<file path="config.mk">
export PLATFORM = sky130hd
export DESIGN_NAME = retro_memory_port_arbiter
export DESIGN_NICKNAME = d
export VERILOG_FILES = /design/src/rtl/retro_memory_port_arbiter.sv
export SDC_FILE = /design/constraint.sdc
export NUM_CORES = 1
export LEC_CHECK = 0
export CORE_UTILIZATION = 35
export DETAILED_ROUTE_END_ITERATION = 7
export HOLD_SLACK_MARGIN = 0.03
export PLACE_DENSITY_LB_ADDON = 0.2
export SYNTH_ARGS = -nofsm -noshare
export SYNTH_HDL_FRONTEND = slang
export SYNTH_SLANG_ARGS = --single-unit
</file>
<file path="constraint.sdc">
create_clock -name Clk -period 5.83 [get_ports Clk]
set_clock_uncertainty 0.15 [all_clocks]
set_input_delay 1.166 -clock Clk [delete_from_list [all_inputs] [get_ports Clk]]
set_output_delay 1.166 -clock Clk [all_outputs]
set_load 0.01 [all_outputs]
</file>
<file path="src/rtl/retro_memory_port_arbiter.sv">
// Round-robin arbiter sharing one memory target port among several initiators,
// with an in-order read-tag FIFO that steers returned read data to its requester.
module retro_memory_port_arbiter #(
    parameter int Channels        = 2,
    parameter int AddressBusWidth = 16,
    parameter int DataBusWidth    = 8,
    parameter int MaxOutstanding  = 4
) (
    input  logic                                    Clk,
    input  logic                                    Reset,
    input  logic [Channels*AddressBusWidth-1:0]     InAddress,
    input  logic [Channels*DataBusWidth-1:0]        InDout,
    input  logic [Channels-1:0]                     InAccess,
    input  logic [Channels-1:0]                     InWrite,
    output logic [Channels-1:0]                     InReady,
    output logic [DataBusWidth-1:0]                 InDin,
    output logic [Channels-1:0]                     InDataReady,
    output logic [AddressBusWidth-1:0]              Address,
    output logic [DataBusWidth-1:0]                 Dout,
    output logic                                    Access,
    output logic                                    Write,
    input  logic                                    Ready,
    input  logic                                    DataReady,
    input  logic [DataBusWidth-1:0]                 Din,
    output logic [$clog2(MaxOutstanding+1)-1:0]     Outstanding,
    output logic                                    Underflow
);

    localparam int ChW = $clog2(Channels);
    localparam int FW  = (MaxOutstanding > 1) ? $clog2(MaxOutstanding) : 1;
    localparam int CW  = $clog2(MaxOutstanding + 1);

    logic [ChW-1:0] rr_ptr_r;
    logic [ChW-1:0] tag_mem_r [MaxOutstanding];
    logic [FW-1:0]  rd_ptr_r;
    logic [FW-1:0]  wr_ptr_r;
    logic [CW-1:0]  count_r;
    logic           underflow_r;

    logic [Channels-1:0] eligible_s;
    logic [ChW-1:0]      grant_s;
    logic [ChW-1:0]      head_s;
    logic                any_s;
    logic                access_s;
    logic                accept_s;
    logic                push_s;
    logic                pop_s;
    logic                full_s;

    // Pointer advance that wraps at the FIFO depth, so any depth works.
    function automatic logic [FW-1:0] fifo_next(input logic [FW-1:0] ptr);
        fifo_next = (ptr == FW'(MaxOutstanding - 1)) ? {FW{1'b0}} : ptr + FW'(1);
    endfunction

    assign full_s   = (count_r == CW'(MaxOutstanding));
    assign pop_s    = DataReady & (count_r != {CW{1'b0}}) & ~Reset;
    assign head_s   = tag_mem_r[rd_ptr_r];
    // A pop in the same cycle frees a slot, so a read may still go out when full.
    assign eligible_s = InAccess & (InWrite | {Channels{~full_s | pop_s}});

    // Round-robin search upward from rr_ptr_r; the lowest offset found wins.
    always_comb begin
        int idx_v;
        grant_s = {ChW{1'b0}};
        any_s   = 1'b0;
        idx_v   = 0;
        for (int k = Channels - 1; k >= 0; k--) begin
            idx_v   = int'(rr_ptr_r) + k;
            idx_v   = (idx_v >= Channels) ? idx_v - Channels : idx_v;
            grant_s = eligible_s[idx_v] ? ChW'(idx_v) : grant_s;
            any_s   = any_s | eligible_s[idx_v];
        end
    end

    assign access_s = any_s & ~Reset;
    assign accept_s = access_s & Ready;
    assign push_s   = accept_s & ~InWrite[grant_s];

    // Target-side command mux and per-channel handshake/return decode.
    always_comb begin
        Address     = InAddress[int'(grant_s)*AddressBusWidth +: AddressBusWidth];
        Dout        = InDout[int'(grant_s)*DataBusWidth +: DataBusWidth];
        Access      = access_s;
        Write       = access_s & InWrite[grant_s];
        InDin       = Din;
        InReady     = {Channels{1'b0}};
        InDataReady = {Channels{1'b0}};
        for (int i = 0; i < Channels; i++) begin
            InReady[i]     = accept_s & (grant_s == ChW'(i));
            InDataReady[i] = pop_s & (head_s == ChW'(i));
        end
    end

    assign Outstanding = count_r;
    assign Underflow   = underflow_r;

    // Tag storage: written on every accepted read, no reset needed.
    always_ff @(posedge Clk) begin
        if (push_s) begin
            tag_mem_r[wr_ptr_r] <= grant_s;
        end else begin
            tag_mem_r[wr_ptr_r] <= tag_mem_r[wr_ptr_r];
        end
    end

    // Arbitration pointer, FIFO pointers, occupancy and sticky underflow.
    always_ff @(posedge Clk) begin
        if (Reset) begin
            rr_ptr_r    <= {ChW{1'b0}};
            rd_ptr_r    <= {FW{1'b0}};
            wr_ptr_r    <= {FW{1'b0}};
            count_r     <= {CW{1'b0}};
            underflow_r <= 1'b0;
        end else begin
            if (accept_s) begin
                rr_ptr_r <= (grant_s == ChW'(Channels - 1)) ? {ChW{1'b0}} : grant_s + ChW'(1);
            end else begin
                rr_ptr_r <= rr_ptr_r;
            end
            wr_ptr_r <= push_s ? fifo_next(wr_ptr_r) : wr_ptr_r;
            rd_ptr_r <= pop_s ? fifo_next(rd_ptr_r) : rd_ptr_r;
            case ({push_s, pop_s})
                2'b10:   count_r <= count_r + CW'(1);
                2'b01:   count_r <= count_r - CW'(1);
                default: count_r <= count_r;
            endcase
            underflow_r <= underflow_r | (DataReady & (count_r == {CW{1'b0}}));
        end
    end

endmodule
</file>
==> results of run 1 <==
==> per-stage QoR <==
step | instances | total power (uW) | utilization (%)
2_1_floorplan | 119 | 199 | -
3_3_place_gp | 243 | 270 | 61.8
3_5_place_dp | 243 | 273 | 61.8
4_1_cts | 247 | 332 | 62.6
5_1_grt | 247 | 347 | 62.6
6_report | 247 | 327 | 62.6
==> power by group through the flow <==
stage / Sequential [uW] / Clock [uW] / Combinational (uW)
global placement: 121 / 0 / 149
CTS: 119 / 60.7 / 153
global route: 120 / 65.5 / 162
floorplan: 121 / 0 / 77.9
finish: 119 / 57.8 / 151
detailed placement: 121 / 0 / 152
==> metal layers <==
layer	up-vias	global-route usage [%]	wire length, um
met1	533	16.6	1210
met2	47	30.9	1660
li1	573	-	-
met3	4	3.49	199
met5	-	0	0
met4	0	5.23	18
==> worst max-delay path, stage by stage <==
cell and delay (ns):
clkdlybuf4s50_1 0.74, nand2b_4 0.25, a41o_1 0.17, o211a_1 0.14
buf_4 0.39, mux2_2 0.39, clkdlybuf4s50_1 0.49
==> cell families (layout without fill, tap and decap cells) <==
kind of cell | after synthesis | after routing | synth area share (%)
AND/OR/NAND/NOR | 34 | 34 | 15.0
flip-flops | 15 | 15 | 26.8
XOR/XNOR | 2 | 2 | 1.38
buffers and inverters | 19 | 101 | 11.1
adder cells (fa/ha/maj) | 7 | 7 | 7.49
AO/OA/AOI/OAI | 16 | 16 | 8.67
multiplexers | 26 | 26 | 29.6
==> final timing paths <==
path,start,to,slack (ns),cells past startpoint
worst min register to register,Underflow,Underflow,0.34,2
worst min-delay path,Underflow,Underflow,0.34,2
worst max register to register,Outstanding[0],Outstanding[2],3.01,11
worst max-delay path,Reset,Address[14],0.76,7
==> cells in the final DEF (no fill, tap or decap), drive strengths merged, types with 2 or more instances in the layout <==
cell type	instances
a21oi	4
a22o	2
and2	7
clkbuf	4
clkdlybuf4s50	89
dfxtp	11
edfxtp	4
ha	6
inv	7
mux2	25
nand2b	3
nor2	15
nor3	3
o21ai	3
xor2	2
==> final cells by class <==
cell class / count / area (sq um) / share of cell area [%]
Multi-Input combinational cell: 85 / 788 / 36.9
Timing Repair Buffer: 90 / 898 / 42.0
Clock buffer: 4 / 26.3 / 1.23
Sequential cell: 15 / 340 / 15.9
Tap cell: 46 / 57.6 / 2.69
Inverter: 7 / 26.3 / 1.23
==> impl_metrics.ini, run 1 <==
[outcome]
outcome = finished clean

[floorplan]
dieArea_sq_um = 3870
die_w_um = 62.2
die_y_um = 62.2
initial_core_util_pct = 37.2
ios = 106
core_area_sq_um = 3420
num_rows = 21

[placement]
dp_hpwl_um = 2530
gp_congestion = 0.794
place_area_sq_um = 2110
dpl_worst_slack_ns = 0.744
place.port_buffers = 89

[synthesis]
synth_edf_count = 4
yosysUniqueCellTypes = 36
syn-num-nets = 190
synth.largest_area_cell = mux2_4
synthFlopType = dfxtp_1
avgSynthCellArea_sq_um = 10.7
async_flop_share_pct = 0
synth.most_common_cell = mux2_4
synth_top_area_share_pct = 22.5
ys_top_cells_by_count = 19 x mux2_4, 13 x nor2_1, 11 x dfxtp_1, 8 x buf_4, 7 x inv_1
synth_area_leaders = mux2_4 22%, dfxtp_1 17%, edfxtp_1 9.5%
synthesis.area_sq_um = 1270
yosysSeqAreaShare_pct = 26.8
yosysWarningCount = 0
synth-seq-cells = 15
synthCells = 119

[power]
p_comb_share_pct = 46.1
power_frac_clock_pct = 17.7
p_leak_uw = 0.000847
power_frac_seq_pct = 36.2
ir_worst_vdd_mv = 0.0825
switching_share_pct = 27.1
p_int_uw = 239
power_density_nw_per_um2 = 153
p_switching_uw = 88.7

[critical_path]
worst-setup-path-type = in -> out
arrival_ns = 3.76
cp.required_ns = 4.51
start_kind = input pin
end_kind = output port
cp_max_fo = 30

[clock_network]
clk_pin_slew_ns = 0.09
cts_tree = done
clockBufferDepth = 2
postCtsSetupRepairBufs = 0
hold_buffers = 0
cts_root_buf = clkbuf_4
h-tree-depth = 1
numCtsBuffers = 3
ctsResizeCount = 0
clock-sinks = 15
worst_skew_pair.late_latency_ns = 0.27

[routing]
num_vias = 1157
route.detailed.vias_per_inst = 4.68
dr.first_iter.drc_count = 39
drc = 0
antenna_left = 0
wl_um = 3090
first_pass_iters = 4
detail_route.wl_per_cell_um = 12.5

[sta]
whs_ns = 0.341
grt_setup_unrepaired = no
tns_ns = 0
max-slew-margin-rel_pct = 69.3
hold_violations = 0
min_period_ns = 5.07
clock.fmax_mhz = 197
worst_pin_slew_ns = 0.457
min_period_over_period_pct = 87.0
drv_slew = 0
fin_ws_ns = 0.758
final-setup-viol-count = 0

[min_path]
hold_class = reg -> reg

[finish]
num-fill-cells = 281
drive_gt1_share_pct = 17.4
final_cell_area_sq_um = 2140
syn_to_final_growth_pct = 68.3
nNetsFinal = 273
antenna-diode-count = 0

[global_route]
first_global_vias = 1184
antenna_found_initial = 0
grt_pass1_wl_um = 5040
grt_max_degree = 31
track_usage_pct = 15.9
grt-ovfl-total = 0

[run]
drv_cap = 0
No activity file was read; power rests on OpenSTA's default activity.
==> inputs of run 2 (changes only) <==
--- a/config.mk
+++ b/config.mk
@@ -5,6 +5,8 @@
 export SDC_FILE = /design/constraint.sdc
 export NUM_CORES = 1
 export LEC_CHECK = 0
+export CAP_MARGIN = 5
+export CORE_MARGIN = 8
 export CORE_UTILIZATION = 35
 export DETAILED_ROUTE_END_ITERATION = 7
 export HOLD_SLACK_MARGIN = 0.03
==> run 2 against run 1 <==
Net effect:
- first-iteration DRC count is 31% lower
- register-to-register slack better by 0.03 ns
- die area is 50% higher
- non-clock buffer count is 2 higher
- combinational power hardly changed
- sequential power hardly changed
- largest cell class unchanged
==> impl_metrics.ini, run 2 (synthesized netlist as in run 1, its figures left out) <==
[min_path]
hold_start = Underflow
hold_path_end = Underflow
whs_path_depth = 2
hold_class = reg -> reg

[clock_network]
worst_skew_pair.late_latency_ns = 0.28
clockBufferDepth = 2
clk_pin_slew_ns = 0.09
numCtsBuffers = 3
postCtsSetupRepairBufs = 0
cts_tree = done
cts_root_buf = clkbuf_4
h-tree-depth = 1
hold_buffers = 0
ctsResizeCount = 0
clock-sinks = 15

[run]
drv_cap = 0

[routing]
first_pass_iters = 3
detail_route.wl_per_cell_um = 14.9
drc = 0
num_vias = 1169
antenna_left = 0
route.detailed.vias_per_inst = 4.66
dr.first_iter.drc_count = 27
wl_um = 3750

[finish]
syn_to_final_growth_pct = 69.8
nNetsFinal = 275
layout_common_cells = 89 x clkdlybuf4s50_1, 19 x mux2_4, 13 x nor2_1, 11 x dfxtp_1, 7 x inv_1
layout_commonest_cell = clkdlybuf4s50_1
antenna-diode-count = 0
stdcell_count = 251
drive_gt1_share_pct = 18.7

[critical_path]
worst_r2r_endpoint = Outstanding[2]
arrival_ns = 3.50
r2r_cells = 11
cp.required_ns = 4.51
start_kind = input pin
end_kind = output port
cp_max_fo = 14
r2r_slack_ns = 3.04
worst-setup-path-type = in -> out
reg2reg_from = Outstanding[0]

[sta]
grt_setup_unrepaired = no
min_period_over_period_pct = 82.7
drv_slew = 0
min_period_ns = 4.82
final-setup-viol-count = 0
clock.fmax_mhz = 207
worst_pin_slew_ns = 0.443
max-slew-margin-rel_pct = 70.3
hold_violations = 0
tns_ns = 0

[power]
total_power_uw = 331
power_density_nw_per_um2 = 153
p_leak_uw = 0.000859
ir_worst_vdd_mv = 0.0700

[outcome]
outcome = finished clean

[global_route]
grt_pass1_wl_um = 5960
antenna_found_initial = 0
track_usage_pct = 12.2
grt_max_degree = 15
first_global_vias = 1338
grt-ovfl-total = 0

[placement]
place.port_buffers = 89
dp_hpwl_um = 3240
dp.cells = 247
gp_congestion = 0.776

[floorplan]
die_w_um = 76.2
num_rows = 22
initial_core_util_pct = 35.5
core_area_sq_um = 3580
ios = 106
dieArea_sq_um = 5810
die_y_um = 76.2
run 2: cell types whose count changed in the layout (fill, tap and decap cells not counted), sizes merged:
cell	change
buf	+2
clkbuf	-1
clkinv	+1
run 2: per-layer routing:
metal	global-route usage, %	vias up	part of all wire [%]
met5	0	-	0
met4	4.62	0	0.83
met3	6.84	4	13
met2	22.1	60	51
met1	10.9	528	35
li1	-	577	-
run 2: layout make-up:
type                    count  area (sq um)
flip-flops and latches     15           340
clock buffers               3          22.5
fillers                   334          1420
multi-input cells          85           788
repair buffers             92           913
clock inverters             1          5.00
well taps                  48          60.1
inverters                   7          26.3
run 2: stage by stage:
stage	hold slack, ns	utilization [%]	cell area, sq um	setup slack [ns]
3_5_place_dp	0.314	59.5	2130	0.975
3_3_place_gp	0.299	59.5	2130	1.02
4_1_cts	0.338	60.2	2160	0.964
6_report	0.331	60.2	2160	1.01
5_1_grt	0.378	60.2	2160	0.904
2_1_floorplan	0.313	-	1270	2.26
run 2: worst max path at each step:
stage                            end  slack [ns]  startpoint  cells after the start
after floorplan           Address[0]        2.26       Reset                      6
after global placement    Address[3]        1.02       Reset                      7
after detailed placement  Address[5]        0.97       Reset                      7
after CTS                 Address[5]        0.96       Reset                      7
after global routing      Address[3]        0.90       Reset                      7
final                     Address[5]        1.01       Reset                      7
run 2: critical path, cell delays in order:
cell and delay, ns:
clkdlybuf4s50_1 0.48, nand2b_4 0.16, a41o_1 0.18, o211a_1 0.38
buf_4 0.31, mux2_4 0.32, clkdlybuf4s50_1 0.50
run 2: where the power goes:
group	switching [uW]	internal, uW
sequential	5.18	113
combinational	53.4	99.8
clock	33.7	25.4
==> inputs of run 3 (changes only) <==
--- a/config.mk
+++ b/config.mk
@@ -7,7 +7,7 @@
 export LEC_CHECK = 0
 export CAP_MARGIN = 5
 export CORE_MARGIN = 8
-export CORE_UTILIZATION = 35
+export CORE_UTILIZATION = 29
 export DETAILED_ROUTE_END_ITERATION = 7
 export HOLD_SLACK_MARGIN = 0.03
 export PLACE_DENSITY_LB_ADDON = 0.2
==> constraint.sdc (replaced) <==
create_clock -name Clk -period 3.96 [get_ports Clk]
set_clock_uncertainty 0.15 [all_clocks]
set_input_delay 0.792 -clock Clk [delete_from_list [all_inputs] [get_ports Clk]]
set_output_delay 0.792 -clock Clk [all_outputs]
set_load 0.01 [all_outputs]
==> run 3 against run 2 <==
Net effect:
- design area increased by 1.8%
- combinational power up 50%
- utilization is 9.1 points lower
- worst setup slack worse by 0.87 ns
- power up 61%
- sequential power increased by 48%
- non-clock buffer count is the same
==> impl_metrics.ini, run 3 (synthesized netlist as in run 1, its figures left out) <==
[finish]
utilization_pct = 51.1
layout_common_cells = 89 x clkdlybuf4s50_1, 19 x mux2_4, 13 x nor2_1, 11 x dfxtp_1, 7 x inv_1
drive_gt1_share_pct = 18.7
layout_commonest_cell = clkdlybuf4s50_1
num-fill-cells = 382
syn_to_final_growth_pct = 72.8
antenna-diode-count = 0
final_cell_area_sq_um = 2190
nNetsFinal = 275

[routing]
dr.first_iter.drc_count = 52
detail_route.wl_per_cell_um = 15.5
drc = 0
first_pass_iters = 4
wl_um = 3950
antenna_left = 0
route.detailed.vias_per_inst = 4.69
num_vias = 1195

[placement]
gp_congestion = 0.819
place_area_sq_um = 2150
place.port_buffers = 89
dp_hpwl_um = 3400

[critical_path]
slowest_stage = clkdlybuf4s50_1
cp_max_fo = 30
critPathBufInv = 3
arrival_ns = 2.87
crit_chain = clkdlybuf4s50_1 > nand2b_4 > a41o_1 > o211a_1 > buf_12 > mux2_2 > clkdlybuf4s50_1
r2r_cells = 11
reg2reg_from = Outstanding[0]
end_kind = output port
worst_r2r_endpoint = Outstanding[2]
r2r_slack_ns = 1.04
slowest_delay_ns = 0.48
cp.required_ns = 3.02
crit_top_cell = clkdlybuf4s50_1
worst-setup-path-type = in -> out
start_kind = input pin
crit_family = buffers and inverters

[min_path]
hold_start = Underflow
hold_path_end = Underflow
hold_class = reg -> reg
whs_path_depth = 2

[power]
ir_worst_vdd_mv = 0.112
power_density_nw_per_um2 = 242
p_leak_uw = 0.000867

[sta]
drv_slew = 0
final-setup-viol-count = 0
hold_violations = 0
grt_setup_unrepaired = no
clock.fmax_mhz = 262
min_period_over_period_pct = 96.4
min_period_ns = 3.82
tns_ns = 0
worst_pin_slew_ns = 0.507
max-slew-margin-rel_pct = 66.0

[floorplan]
initial_core_util_pct = 29.6
die_y_um = 82.2
die_w_um = 82.2
num_rows = 24
ios = 106
dieArea_sq_um = 6750
core_area_sq_um = 4290

[clock_network]
postCtsSetupRepairBufs = 0
hold_buffers = 0
h-tree-depth = 1
cts_root_buf = clkbuf_8
worst_skew_pair.late_latency_ns = 0.25
clk_pin_slew_ns = 0.07
clock-sinks = 15
ctsResizeCount = 0
cts_tree = done
numCtsBuffers = 3
clockBufferDepth = 2

[global_route]
antenna_found_initial = 0
first_global_vias = 1367
track_usage_pct = 11.0
grt_max_degree = 31
grt-ovfl-total = 0
grt_pass1_wl_um = 5850

[run]
drv_cap = 0

[outcome]
outcome = finished clean
-- run 3: changes by cell type in the layout (fill, tap and decap cells not counted) --
cell	before	now
clkinvlp_4	0	1
clkbuf_8	0	3
buf_4	3	2
buf_12	0	1
clkbuf_4	3	0
clkinv_2	1	0
-- run 3: through the flow --
step           setup slack, ns  std cells  hold slack (ns)  total power, uW
2_1_floorplan             1.05        119            0.313              293
3_3_place_gp             0.178        251            0.304              403
3_5_place_dp             0.138        251            0.313              409
4_1_cts                  0.126        255            0.330              540
5_1_grt                 0.0574        255            0.361              562
6_report                 0.144        255            0.321              532
-- run 3: routing by layer --
layer  track usage [%]  up-vias  wire [um]  share of wire (%)
met5                 0        -          0                  0
met4              5.61        0         80                2.0
met3              3.79        8        355                9.0
met2              20.4       62       2100                 53
met1              10.4      545       1410                 36
li1                  -      580          -                  -
-- run 3: area by class of cell --
| type | instances | area, sq um | share of cell area, % |
|---|---|---|---|
| clock inverter | 1 | 7.51 | 0.342 |
| clock buffer | 3 | 41.3 | 1.88 |
| sequential | 15 | 340 | 15.5 |
| timing repair buffer | 92 | 926 | 42.2 |
| tap | 52 | 65.1 | 2.96 |
| inverter | 7 | 26.3 | 1.20 |
| multi-input combinational | 85 | 788 | 35.9 |
-- run 3: worst max-delay path by stage --
stage / startpoint / end / slack, ns / cells after the start
after detailed placement: Reset / Address[9] / 0.14 / 7
after global routing: Reset / Address[9] / 0.06 / 7
after floorplan: InAccess[0] / Outstanding[2] / 1.05 / 11
after CTS: Reset / Address[9] / 0.13 / 7
after global placement: Reset / Address[9] / 0.18 / 7
final: Reset / Address[9] / 0.14 / 7
-- run 3: power by group --
| group | leakage (uW) | switching, uW | total, uW | internal (uW) |
|---|---|---|---|---|
| sequential | 0.000126 | 7.65 | 175 | 167 |
| combinational | 0.000719 | 79.8 | 229 | 149 |
| clock | 0.0000217 | 58.2 | 129 | 70.7 |
| total | 0.000867 | 146 | 532 | 387 |
-- run 3: worst min-delay path, stage by stage, from the launching register on --
cell	delay [ns]
dfxtp_1	0.33
a21oi_1	0.04
nor2_1	0.07
